## src/rtl/seq_mult.sv

```systemverilog
`default_nettype none
// ============================================================================
// Module   : seq_mult (with ha / fa ripple cells)
// Brief    : Unsigned radix-2 shift-and-add multiplier, WIDTH cycles/product.
// Revision : 1.0  initial release
// ============================================================================

module ha (
    input  logic i_a,
    input  logic i_b,
    output logic o_s,
    output logic o_c
);
    assign o_s = i_a ^ i_b;
    assign o_c = i_a & i_b;
endmodule

module fa (
    input  logic i_a,
    input  logic i_b,
    input  logic i_c,
    output logic o_s,
    output logic o_c
);
    assign o_s = i_a ^ i_b ^ i_c;
    assign o_c = (i_a & i_b) | (i_c & (i_a ^ i_b));
endmodule

module seq_mult #(
    parameter int WIDTH = 8
) (
    input  logic                 clk,
    input  logic                 rst,
    input  logic                 in_valid,
    output logic                 in_ready,
    input  logic [WIDTH-1:0]     a,
    input  logic [WIDTH-1:0]     b,
    output logic                 out_valid,
    input  logic                 out_ready,
    output logic [2*WIDTH-1:0]   product,
    output logic                 busy
);
    localparam int CW = $clog2(WIDTH) + 1;

    typedef enum logic [1:0] {
        S_IDLE = 2'd0,
        S_RUN  = 2'd1,
        S_DONE = 2'd2
    } state_t;

    state_t               r_state;
    logic [WIDTH-1:0]     r_mcand;
    logic [2*WIDTH-1:0]   r_acc;
    logic [CW-1:0]        r_cnt;

    logic [WIDTH-1:0]     w_addend;
    logic [WIDTH-1:0]     w_sum;
    logic [WIDTH:1]       w_carry;

    // A cleared multiplier bit adds zero, giving {1'b0, upper half} as the sum.
    assign w_addend = r_acc[0] ? r_mcand : '0;

    ha u_ha (
        .i_a (r_acc[WIDTH]),
        .i_b (w_addend[0]),
        .o_s (w_sum[0]),
        .o_c (w_carry[1])
    );

    for (genvar i = 1; i < WIDTH; i++) begin : g_fa
        fa u_fa (
            .i_a (r_acc[WIDTH+i]),
            .i_b (w_addend[i]),
            .i_c (w_carry[i]),
            .o_s (w_sum[i]),
            .o_c (w_carry[i+1])
        );
    end

    always_ff @(posedge clk or posedge rst) begin
        if (rst) begin
            r_state <= S_IDLE;
            r_mcand <= '0;
            r_acc   <= '0;
            r_cnt   <= '0;
        end else begin
            case (r_state)
                S_IDLE: begin
                    if (in_valid) begin
                        r_mcand <= a;
                        r_acc   <= {{WIDTH{1'b0}}, b};
                        r_cnt   <= '0;
                        r_state <= S_RUN;
                    end
                end
                S_RUN: begin
                    // Carry out lands in the MSB; the consumed multiplier bit drops off.
                    r_acc <= {w_carry[WIDTH], w_sum, r_acc[WIDTH-1:1]};
                    r_cnt <= r_cnt + 1'b1;
                    if (r_cnt == CW'(WIDTH - 1)) begin
                        r_state <= S_DONE;
                    end
                end
                S_DONE: begin
                    if (out_ready) begin
                        r_state <= S_IDLE;
                    end
                end
                default: begin
                    r_state <= S_IDLE;
                end
            endcase
        end
    end

    assign in_ready  = (r_state == S_IDLE);
    assign out_valid = (r_state == S_DONE);
    assign busy      = (r_state == S_RUN) || (r_state == S_DONE);
    assign product   = r_acc;

endmodule
`default_nettype wire

```

## config.mk

```make
export PLATFORM = sky130hd
export DESIGN_NAME = seq_mult
export DESIGN_NICKNAME = d
export VERILOG_FILES = /design/src/rtl/seq_mult.sv
export SDC_FILE = /design/constraint.sdc
export NUM_CORES = 1
export LEC_CHECK = 0
export ABC_AREA = 1
export CAP_MARGIN = 30
export CORE_MARGIN = 2
export CORE_UTILIZATION = 53
export DETAILED_ROUTE_END_ITERATION = 12
export PLACE_DENSITY_LB_ADDON = 0.25
export SYNTH_ARGS = -nofsm -noshare
export SYNTH_HDL_FRONTEND = slang
export SYNTH_SLANG_ARGS = --single-unit
```

## constraint.sdc

```tcl
create_clock -name clk -period 5.7 [get_ports clk]
set_input_delay 1.14 -clock clk [delete_from_list [all_inputs] [get_ports clk]]
set_output_delay 1.14 -clock clk [all_outputs]
set_load 0.005 [all_outputs]
```

==> flow_metrics.env, run 1 <==
export IMPL_regArea_sq_um=751
export IMPL_fin_area_sq_um=2050
export IMPL_yosysMostFrequentCell="nand2_1"
export IMPL_r2r_start="product[0]"
export IMPL_place_area_sq_um=1990
export IMPL_worstPathRequired_ns=5.95
export IMPL_cts_hold_buf=0
export IMPL_fin_crit_ns=3.46
export IMPL_drv_slew=0
export IMPL_crit_arrival_ns=3.70
export IMPL_grt_pass1_wl_um=5440
export IMPL_grtUsageMet1_pct=24.5
export IMPL_netlist_area_leader_share_pct=45.5
export IMPL_rows=20
export IMPL_outcome="finished, final reports clean"
export IMPL_grt_max_degree=23
export IMPL_worstRegToRegCells=14
export IMPL_grt_usage_pct=20.9
export IMPL_cts_htree_levels=2
export IMPL_crit_path_max_fanout=10
export IMPL_fin_util_pct=68.1
export IMPL_min_from="r_mcand[7]"
export IMPL_cts_sinks=30
export IMPL_vias=1222
export IMPL_grt_pass1_vias=1247
export IMPL_grt_overflow_total=0
export IMPL_multi_input_area_sq_um=693
export IMPL_yosysWarnings=0
export IMPL_routed_wl_um=3130
export IMPL_setup_viol=0
export IMPL_port_buffers=38
export IMPL_synth_seq_area_share_pct=45.5
export IMPL_crit_chain="nand2_1, inv_1, ha_1, fa_1, fa_1, fa_1, inv_1, fa_1, fa_1, inv_1, fa_1, inv_1, fa_1, o21ai_1"
export IMPL_endpoint_kind="flip-flop"
export IMPL_crit_type="flip-flop to flip-flop"
export IMPL_yosys_cell_types_count=21
export IMPL_r2r_slack_ns=2.24
export IMPL_synth_top_cells_by_count="55 x nand2_1, 30 x dfrtp_1, 26 x inv_1"
export IMPL_firstDrtPassIters=4
export IMPL_drt_iter0_drc=24
export IMPL_fin_worst_skew_ns=0.0102
export IMPL_diodes=0
export IMPL_cap_violations=0
export IMPL_grt_busiest_layer="met2"
export IMPL_slowest_delay_ns=0.50
export IMPL_sequentialPowerShare_pct=37.7
export IMPL_synth_seq_cells=30
export IMPL_post_route_cells_drive_above_1_share_pct=8.92
export IMPL_fill_cells=260
export IMPL_synth_area_top_cells="dfrtp_1 45%, nand2_1 13%, fa_1 8.5%, inv_1 5.9%, mux2_2 5.5%"
export IMPL_cts_resized=0
export IMPL_grtUsageMet3_pct=6.71
export IMPL_cp_start_kind="flip-flop"
export IMPL_syn_avg_cell_area_sq_um=9.02
export IMPL_route_detailed_drc=0
export IMPL_ios=39
export IMPL_viasPerCell=4.97
export IMPL_synth_edff_count=0
export IMPL_netlist_top_cell_by_area="dfrtp_1"
export IMPL_p_comb_share_pct=49.7
export IMPL_whs_path_depth=1
export IMPL_worstMarginPinSlew_ns=0.576
export IMPL_max_freq_mhz=289
export IMPL_clk_pin_slew_worst_paths_ns=0.09
export IMPL_holdPathEnd="r_mcand[7]"
export IMPL_dieArea_sq_um=3580
export IMPL_hpwl_um=2470
export IMPL_crit_top_cell="fa_1"
export IMPL_ant_nets=0
export IMPL_syn_num_nets=215
export IMPL_cts_made_buffers=5
export IMPL_post_route_period_util_pct=60.6
export IMPL_p_clk_share_pct=12.6
export IMPL_syn_cell_area_sq_um=1650
export IMPL_met2_usage_pct=36.5
export IMPL_hp_class="flip-flop to flip-flop"
export IMPL_clockBufferDepth=2
export IMPL_final_cell_count_no_fill=246
export IMPL_netlist_instances=183
export IMPL_fin_setup_tns_ns=0
export IMPL_area_growth_pct=24.0
export IMPL_place_inst=240
export IMPL_antenna_found_initial=0
export IMPL_wire_per_inst_um=12.7
export IMPL_finalWorstSetupSlack_ns=2.24
export IMPL_chipWidth_um=59.8
export IMPL_ys_flop_type="dfrtp_1"
export IMPL_die_height_um=59.8
export IMPL_nets=246
export IMPL_ys_async_sr_fraction_pct=100
export IMPL_p_sw_uw=384
export IMPL_pwr_density_cell_nw_per_um2=477
export IMPL_r2r_end="product[14]"
export IMPL_crit_slowest_cell="dfrtp_1"
export IMPL_cellLeakagePower_nw=1.01
export IMPL_p_int_uw=592
export IMPL_gp_congestion=0.769
export IMPL_start_util_pct=55.0
export IMPL_vdd_drop_max_mv=0.227
export IMPL_clock_latency_ns=0.32
export IMPL_hold_viol=0
export IMPL_cts_root_buf="clkbuf_4"
export IMPL_slew_headroom_pct=61.6
export IMPL_rsz0062_at_grt="no"
export IMPL_place_ws_ns=2.26
export IMPL_tritoncts="built"
export IMPL_switching_share_pct=39.4
export IMPL_postCtsSetupRepairBufs=0
export IMPL_coreArea_sq_um=3000
metal layers:
metal	wire length (um)	vias to the layer above
li1	-	618
met1	1280	565
met2	1630	34
met3	182	5
met4	28	0
met5	0	-
registers in the layout, indices dropped and copies added (netlist names):
signal / count
product: 16
r_mcand: 8
r_cnt: 4
r_state: 2
per-stage QoR:
step	power, mW	hold slack (ns)
2_1_floorplan	0.705	0.467
3_3_place_gp	0.837	0.484
3_5_place_dp	0.868	0.500
4_1_cts	0.992	0.516
5_1_grt	1.08	0.542
6_report	0.976	0.516
cells by family after synthesis:
| kind of cell | synth area share [%] |
|---|---|
| and+or+nand+nor | 17.4 |
| adders and majority gates | 12.3 |
| buffers and inverters | 12.5 |
| AOI/OAI and AO/OA | 6.82 |
| muxes | 5.46 |
| DFF | 45.5 |
cells in the final DEF, fill, tap and decap left out, types with 2 or more instances in the layout:
cell type / instances
o211ai_1: 2
nor2_1: 2
dfrtp_1: 30
inv_1: 26
o22ai_1: 2
ha_1: 5
nand2_1: 55
clkdlybuf4s50_1: 38
nand3_1: 10
clkbuf_4: 5
o21ai_1: 4
mux2_2: 8
o21ai_0: 12
fa_1: 7
worst max path at each step:
stage | slack [ns] | end | start | depth (start not counted)
2_1_floorplan | 2.33 | product[14] | product[0] | 15
3_3_place_gp | 2.34 | product[14] | product[0] | 14
3_5_place_dp | 2.26 | product[14] | product[0] | 14
4_1_cts | 2.22 | product[14] | product[0] | 14
5_1_grt | 2.06 | product[14] | product[0] | 14
6_report | 2.24 | product[14] | product[0] | 14
power groups by stage:
| stage | sequential (mW) | combinational, mW | clock, mW |
|---|---|---|---|
| after floorplan | 0.353 | 0.352 | 0 |
| after global placement | 0.367 | 0.471 | 0 |
| after detailed placement | 0.374 | 0.494 | 0 |
| after CTS | 0.370 | 0.496 | 0.126 |
| after global routing | 0.379 | 0.560 | 0.138 |
| final | 0.368 | 0.485 | 0.123 |
area by class of cell:
class	instances	share of cell area, %
clock buffer	6	2.51
multi-input combinational	111	33.9
timing repair buffer	39	19.9
inverter	27	4.95
sequential	30	36.7
tap	33	2.02
critical path, delay by kind of cell, from the launching register on:
family | cells | cell delay [ns]
AO/OA/AOI/OAI | 1 | 0.13
flip-flops | 1 | 0.50
adder cells (fa/ha/maj) | 8 | 2.38
buffers and inverters | 4 | 0.25
AND/OR/NAND/NOR | 1 | 0.12
Power figures use the tool's default switching activity.
==> run 2, diff against run 1 <==
- CORE_UTILIZATION: 53 -> 44
- clock period: 5.7 -> 2.8 ns (I/O delays scaled with it)
==> flow_metrics.env, run 2 (same netlist as run 1, synthesis figures left out) <==
export IMPL_rows=22
export IMPL_place_inst=261
export IMPL_grt_overflow_total=0
export IMPL_grt_usage_pct=18.7
export IMPL_area_growth_pct=30.8
export IMPL_cellLeakagePower_nw=1.04
export IMPL_place_area_sq_um=2060
export IMPL_clk_pin_slew_worst_paths_ns=0.06
export IMPL_place_ws_ns=-0.363
export IMPL_die_height_um=65.2
export IMPL_whs_ns=0.505
export IMPL_fin_setup_tns_ns=-0.629
export IMPL_pwr_density_cell_nw_per_um2=1010
export IMPL_largest_register_ffs=16
export IMPL_drv_slew=0
export IMPL_dieArea_sq_um=4260
export IMPL_grt_pass1_vias=1321
export IMPL_cts_htree_levels=2
export IMPL_slew_headroom_pct=75.4
export IMPL_clock_latency_ns=0.29
export IMPL_drt_iter0_drc=46
export IMPL_chipWidth_um=65.2
export IMPL_endpoint_kind="flip-flop"
export IMPL_cap_violations=0
export IMPL_fin_crit_ns=3.17
export IMPL_post_route_cells_drive_above_1_share_pct=17.6
export IMPL_vias=1293
export IMPL_fin_util_pct=59.4
export IMPL_setup_viol=3
export IMPL_ant_nets=0
export IMPL_diodes=0
export IMPL_hpwl_um=2510
export IMPL_cp_start_kind="flip-flop"
export IMPL_route_detailed_drc=0
export IMPL_start_util_pct=45.4
export IMPL_routed_wl_um=3380
export IMPL_hp_class="flip-flop to flip-flop"
export IMPL_worstPathRequired_ns=3.01
export IMPL_grt_pass1_wl_um=5870
export IMPL_vdd_drop_max_mv=0.420
export IMPL_post_route_period_util_pct=113
export IMPL_crit_arrival_ns=3.39
export IMPL_hold_viol=0
export IMPL_final_cell_count_no_fill=269
export IMPL_outcome="finished with violations"
export IMPL_max_freq_mhz=315
export IMPL_clockBufferDepth=2
export IMPL_nets=252
export IMPL_violations="setup timing"
export IMPL_tritoncts="built"
export IMPL_fin_area_sq_um=2160
export IMPL_wire_per_inst_um=12.6
export IMPL_gp_congestion=0.792
export IMPL_antenna_found_initial=0
export IMPL_viasPerCell=4.81
export IMPL_port_buffers=38
export IMPL_r2r_slack_ns=-0.37
export IMPL_worstMarginPinSlew_ns=0.367
export IMPL_postCtsSetupRepairBufs=0
export IMPL_final_cell_mix="55 x nand2_1, 38 x clkdlybuf4s50_1, 30 x dfrtp_1"
export IMPL_cts_resized=2
export IMPL_cts_sinks=30
export IMPL_coreArea_sq_um=3630
export IMPL_fill_cells=331
export IMPL_cts_root_buf="clkbuf_8"
export IMPL_fin_worst_skew_ns=0.00507
export IMPL_cts_made_buffers=5
export IMPL_grt_max_degree=31
export IMPL_ios=39
export IMPL_rsz0062_at_grt="yes"
export IMPL_firstDrtPassIters=4
export IMPL_crit_type="flip-flop to flip-flop"
export IMPL_cts_hold_buf=0
export IMPL_finalWorstSetupSlack_ns=-0.373
export IMPL_total_power_mw=2.19
export IMPL_crit_path_max_fanout=3
export IMPL_final_common_cell="nand2_1"
==> run 2: cell types whose count changed in the layout (fill, tap and decap cells not counted), sizes merged <==
cell and change:
clkinv +1, buf +6, clkbuf +1
==> run 2: path summary, 6_finish.rpt <==
path | startpoint | to | cells past startpoint
max | product[0] | product[14] | 14
min | r_mcand[2] | r_mcand[2] | 1
max reg2reg | product[0] | product[14] | 14
min reg2reg | r_mcand[2] | r_mcand[2] | 1
max in group asynchronous | rst | r_cnt[1] | 3
min in group asynchronous | rst | r_state[1] | 3
==> run 2: layer usage <==
metal	track usage (%)	part of all wire, %
met1	21.8	43
met3	6.51	5.3
met4	7.81	2.4
met5	0	0
met2	31.3	50
==> run 2: area by class of cell <==
class | instances | area, sq um | area share [%]
well taps | 48 | 60.1 | 2.78
inverters | 27 | 101 | 4.70
clock inverters | 1 | 5.00 | 0.232
multi-input cells | 111 | 722 | 33.4
clock buffers | 7 | 86.3 | 4.00
flip-flops and latches | 30 | 751 | 34.8
repair buffers | 45 | 433 | 20.1
==> run 2: where the power goes <==
part / switching (mW) / internal [mW]
logic: 0.563 / 0.535
registers: 0.115 / 0.617
clock network: 0.162 / 0.198
==> run 2: worst max-delay path: stages (launching register included) <==
cell     delay, ns
dfrtp_1       0.40
nand2_1       0.08
inv_1         0.04
ha_2          0.16
fa_2          0.34
fa_2          0.34
fa_2          0.34
inv_2         0.06
fa_2          0.18
fa_2          0.19
inv_2         0.04
fa_2          0.33
inv_2         0.06
fa_2          0.41
o21ai_1       0.13
==> run 3, diff against run 2 <==
- CORE_ASPECT_RATIO: default -> 1.75
==> flow_metrics.env, run 3 (same netlist as run 1, synthesis figures left out) <==
export IMPL_max_freq_mhz=314
export IMPL_fin_crit_ns=3.18
export IMPL_fin_util_pct=59.7
export IMPL_worstMarginPinSlew_ns=0.391
export IMPL_place_area_sq_um=2040
export IMPL_p_int_mw=1.33
export IMPL_p_sw_uw=824
export IMPL_routed_wl_um=3350
export IMPL_slew_headroom_pct=73.9
export IMPL_coreArea_sq_um=3590
export IMPL_cts_hold_buf=0
export IMPL_worstPathRequired_ns=3.01
export IMPL_setup_viol=3
export IMPL_cellLeakagePower_nw=1.03
export IMPL_viasPerCell=4.85
export IMPL_final_common_cell="nand2_1"
export IMPL_final_cell_mix="55 x nand2_1, 38 x clkdlybuf4s50_1, 30 x dfrtp_1"
export IMPL_clockBufferDepth=2
export IMPL_gp_congestion=0.744
export IMPL_cts_htree_levels=2
export IMPL_crit_path_max_fanout=2
export IMPL_switching_share_pct=38.2
export IMPL_rows=29
export IMPL_grt_usage_pct=18.0
export IMPL_firstDrtPassIters=4
export IMPL_wire_per_inst_um=12.6
export IMPL_fin_setup_tns_ns=-0.652
export IMPL_grt_max_degree=31
export IMPL_chipWidth_um=50.3
export IMPL_area_growth_pct=30.0
export IMPL_crit_type="flip-flop to flip-flop"
export IMPL_drv_slew=0
export IMPL_start_util_pct=45.9
export IMPL_diodes=0
export IMPL_fin_worst_skew_ns=0.00415
export IMPL_p_clk_share_pct=16.4
export IMPL_cts_sinks=30
export IMPL_hp_class="flip-flop to flip-flop"
export IMPL_p_comb_share_pct=49.6
export IMPL_grt_overflow_total=0
export IMPL_hold_viol=0
export IMPL_total_power_mw=2.16
export IMPL_vdd_drop_max_mv=0.615
export IMPL_clk_pin_slew_worst_paths_ns=0.06
export IMPL_pwr_density_cell_nw_per_um2=1000
export IMPL_ios=39
export IMPL_fill_cells=297
export IMPL_grt_pass1_vias=1376
export IMPL_crit_arrival_ns=3.39
export IMPL_largest_register_ffs=16
export IMPL_drt_iter0_drc=38
export IMPL_fin_area_sq_um=2150
export IMPL_port_buffers=38
export IMPL_sequentialPowerShare_pct=34.0
export IMPL_nets=251
export IMPL_ant_nets=0
export IMPL_post_route_period_util_pct=114
export IMPL_die_height_um=85.0
export IMPL_cp_start_kind="flip-flop"
export IMPL_hpwl_um=2540
export IMPL_route_detailed_drc=0
export IMPL_endpoint_kind="flip-flop"
export IMPL_rsz0062_at_grt="yes"
export IMPL_cts_made_buffers=5
export IMPL_antenna_found_initial=0
export IMPL_tritoncts="built"
export IMPL_vias=1291
export IMPL_violations="setup timing"
export IMPL_finalWorstSetupSlack_ns=-0.381
export IMPL_cts_root_buf="clkbuf_8"
export IMPL_grt_pass1_wl_um=5850
export IMPL_outcome="finished with violations"
export IMPL_cap_violations=0
export IMPL_dieArea_sq_um=4280
export IMPL_post_route_cells_drive_above_1_share_pct=16.8
export IMPL_clock_latency_ns=0.28
-- run 3: power by group through the flow --
| stage | sequential, mW | combinational (mW) | clock [mW] |
|---|---|---|---|
| after detailed placement | 0.745 | 1.07 | 0 |
| final | 0.732 | 1.07 | 0.353 |
| after CTS | 0.735 | 1.09 | 0.364 |
| after global placement | 0.732 | 1.04 | 0 |
| after floorplan | 0.722 | 0.743 | 0 |
| after global routing | 0.756 | 1.22 | 0.385 |
-- run 3: worst max-delay path: stages (launching register included) --
cell and delay, ns:
dfrtp_1 0.38, nand2_1 0.08, inv_1 0.04, ha_2 0.17, fa_2 0.34, fa_2 0.35
fa_2 0.34, inv_2 0.06, fa_2 0.19, fa_2 0.19, inv_2 0.04, fa_2 0.33
inv_2 0.07, fa_2 0.41, o21ai_1 0.13
-- run 3: repair_timing --
action                                  4_1_cts  5_1_grt
endpoints found under the setup margin        3        3
buffers inserted                              1        0
gates resized for setup                       2        0
cloned                                        0        0
pin swaps                                     0        0
-- run 3: through the flow --
stage	hold slack [ns]	setup slack [ns]	cells
after floorplan	0.467	-0.416	183
after global placement	0.483	-0.304	257
after detailed placement	0.496	-0.389	257
after CTS	0.511	-0.391	266
after global routing	0.533	-0.518	266
final	0.511	-0.381	266
-- run 3: final timing paths --
check,end,cells after the start,startpoint,slack [ns]
worst max-delay path,product[14],14,product[0],-0.38
worst min-delay path,r_mcand[3],1,r_mcand[3],0.51
worst max register to register,product[14],14,product[0],-0.38
worst min register to register,r_mcand[3],1,r_mcand[3],0.51
max in group asynchronous,r_mcand[5],3,rst,1.85
min in group asynchronous,product[6],3,rst,0.66
-- run 3: metal layers --
| layer | GRT usage [%] | wire length [um] | up-vias |
|---|---|---|---|
| met4 | 9.09 | 98 | 0 |
| met5 | 0 | 0 | - |
| met3 | 5.28 | 189 | 11 |
| li1 | - | - | 628 |
| met2 | 32.9 | 1810 | 38 |
| met1 | 17.9 | 1260 | 614 |
-- run 3: layout make-up --
cell class | instances | area (sq um) | area share [%]
multi-input combinational | 111 | 719 | 33.5
inverter | 27 | 101 | 4.72
timing repair buffer | 44 | 425 | 19.8
tap | 46 | 57.6 | 2.68
clock buffer | 7 | 86.3 | 4.02
clock inverter | 1 | 5.00 | 0.233
sequential | 30 | 751 | 35.0
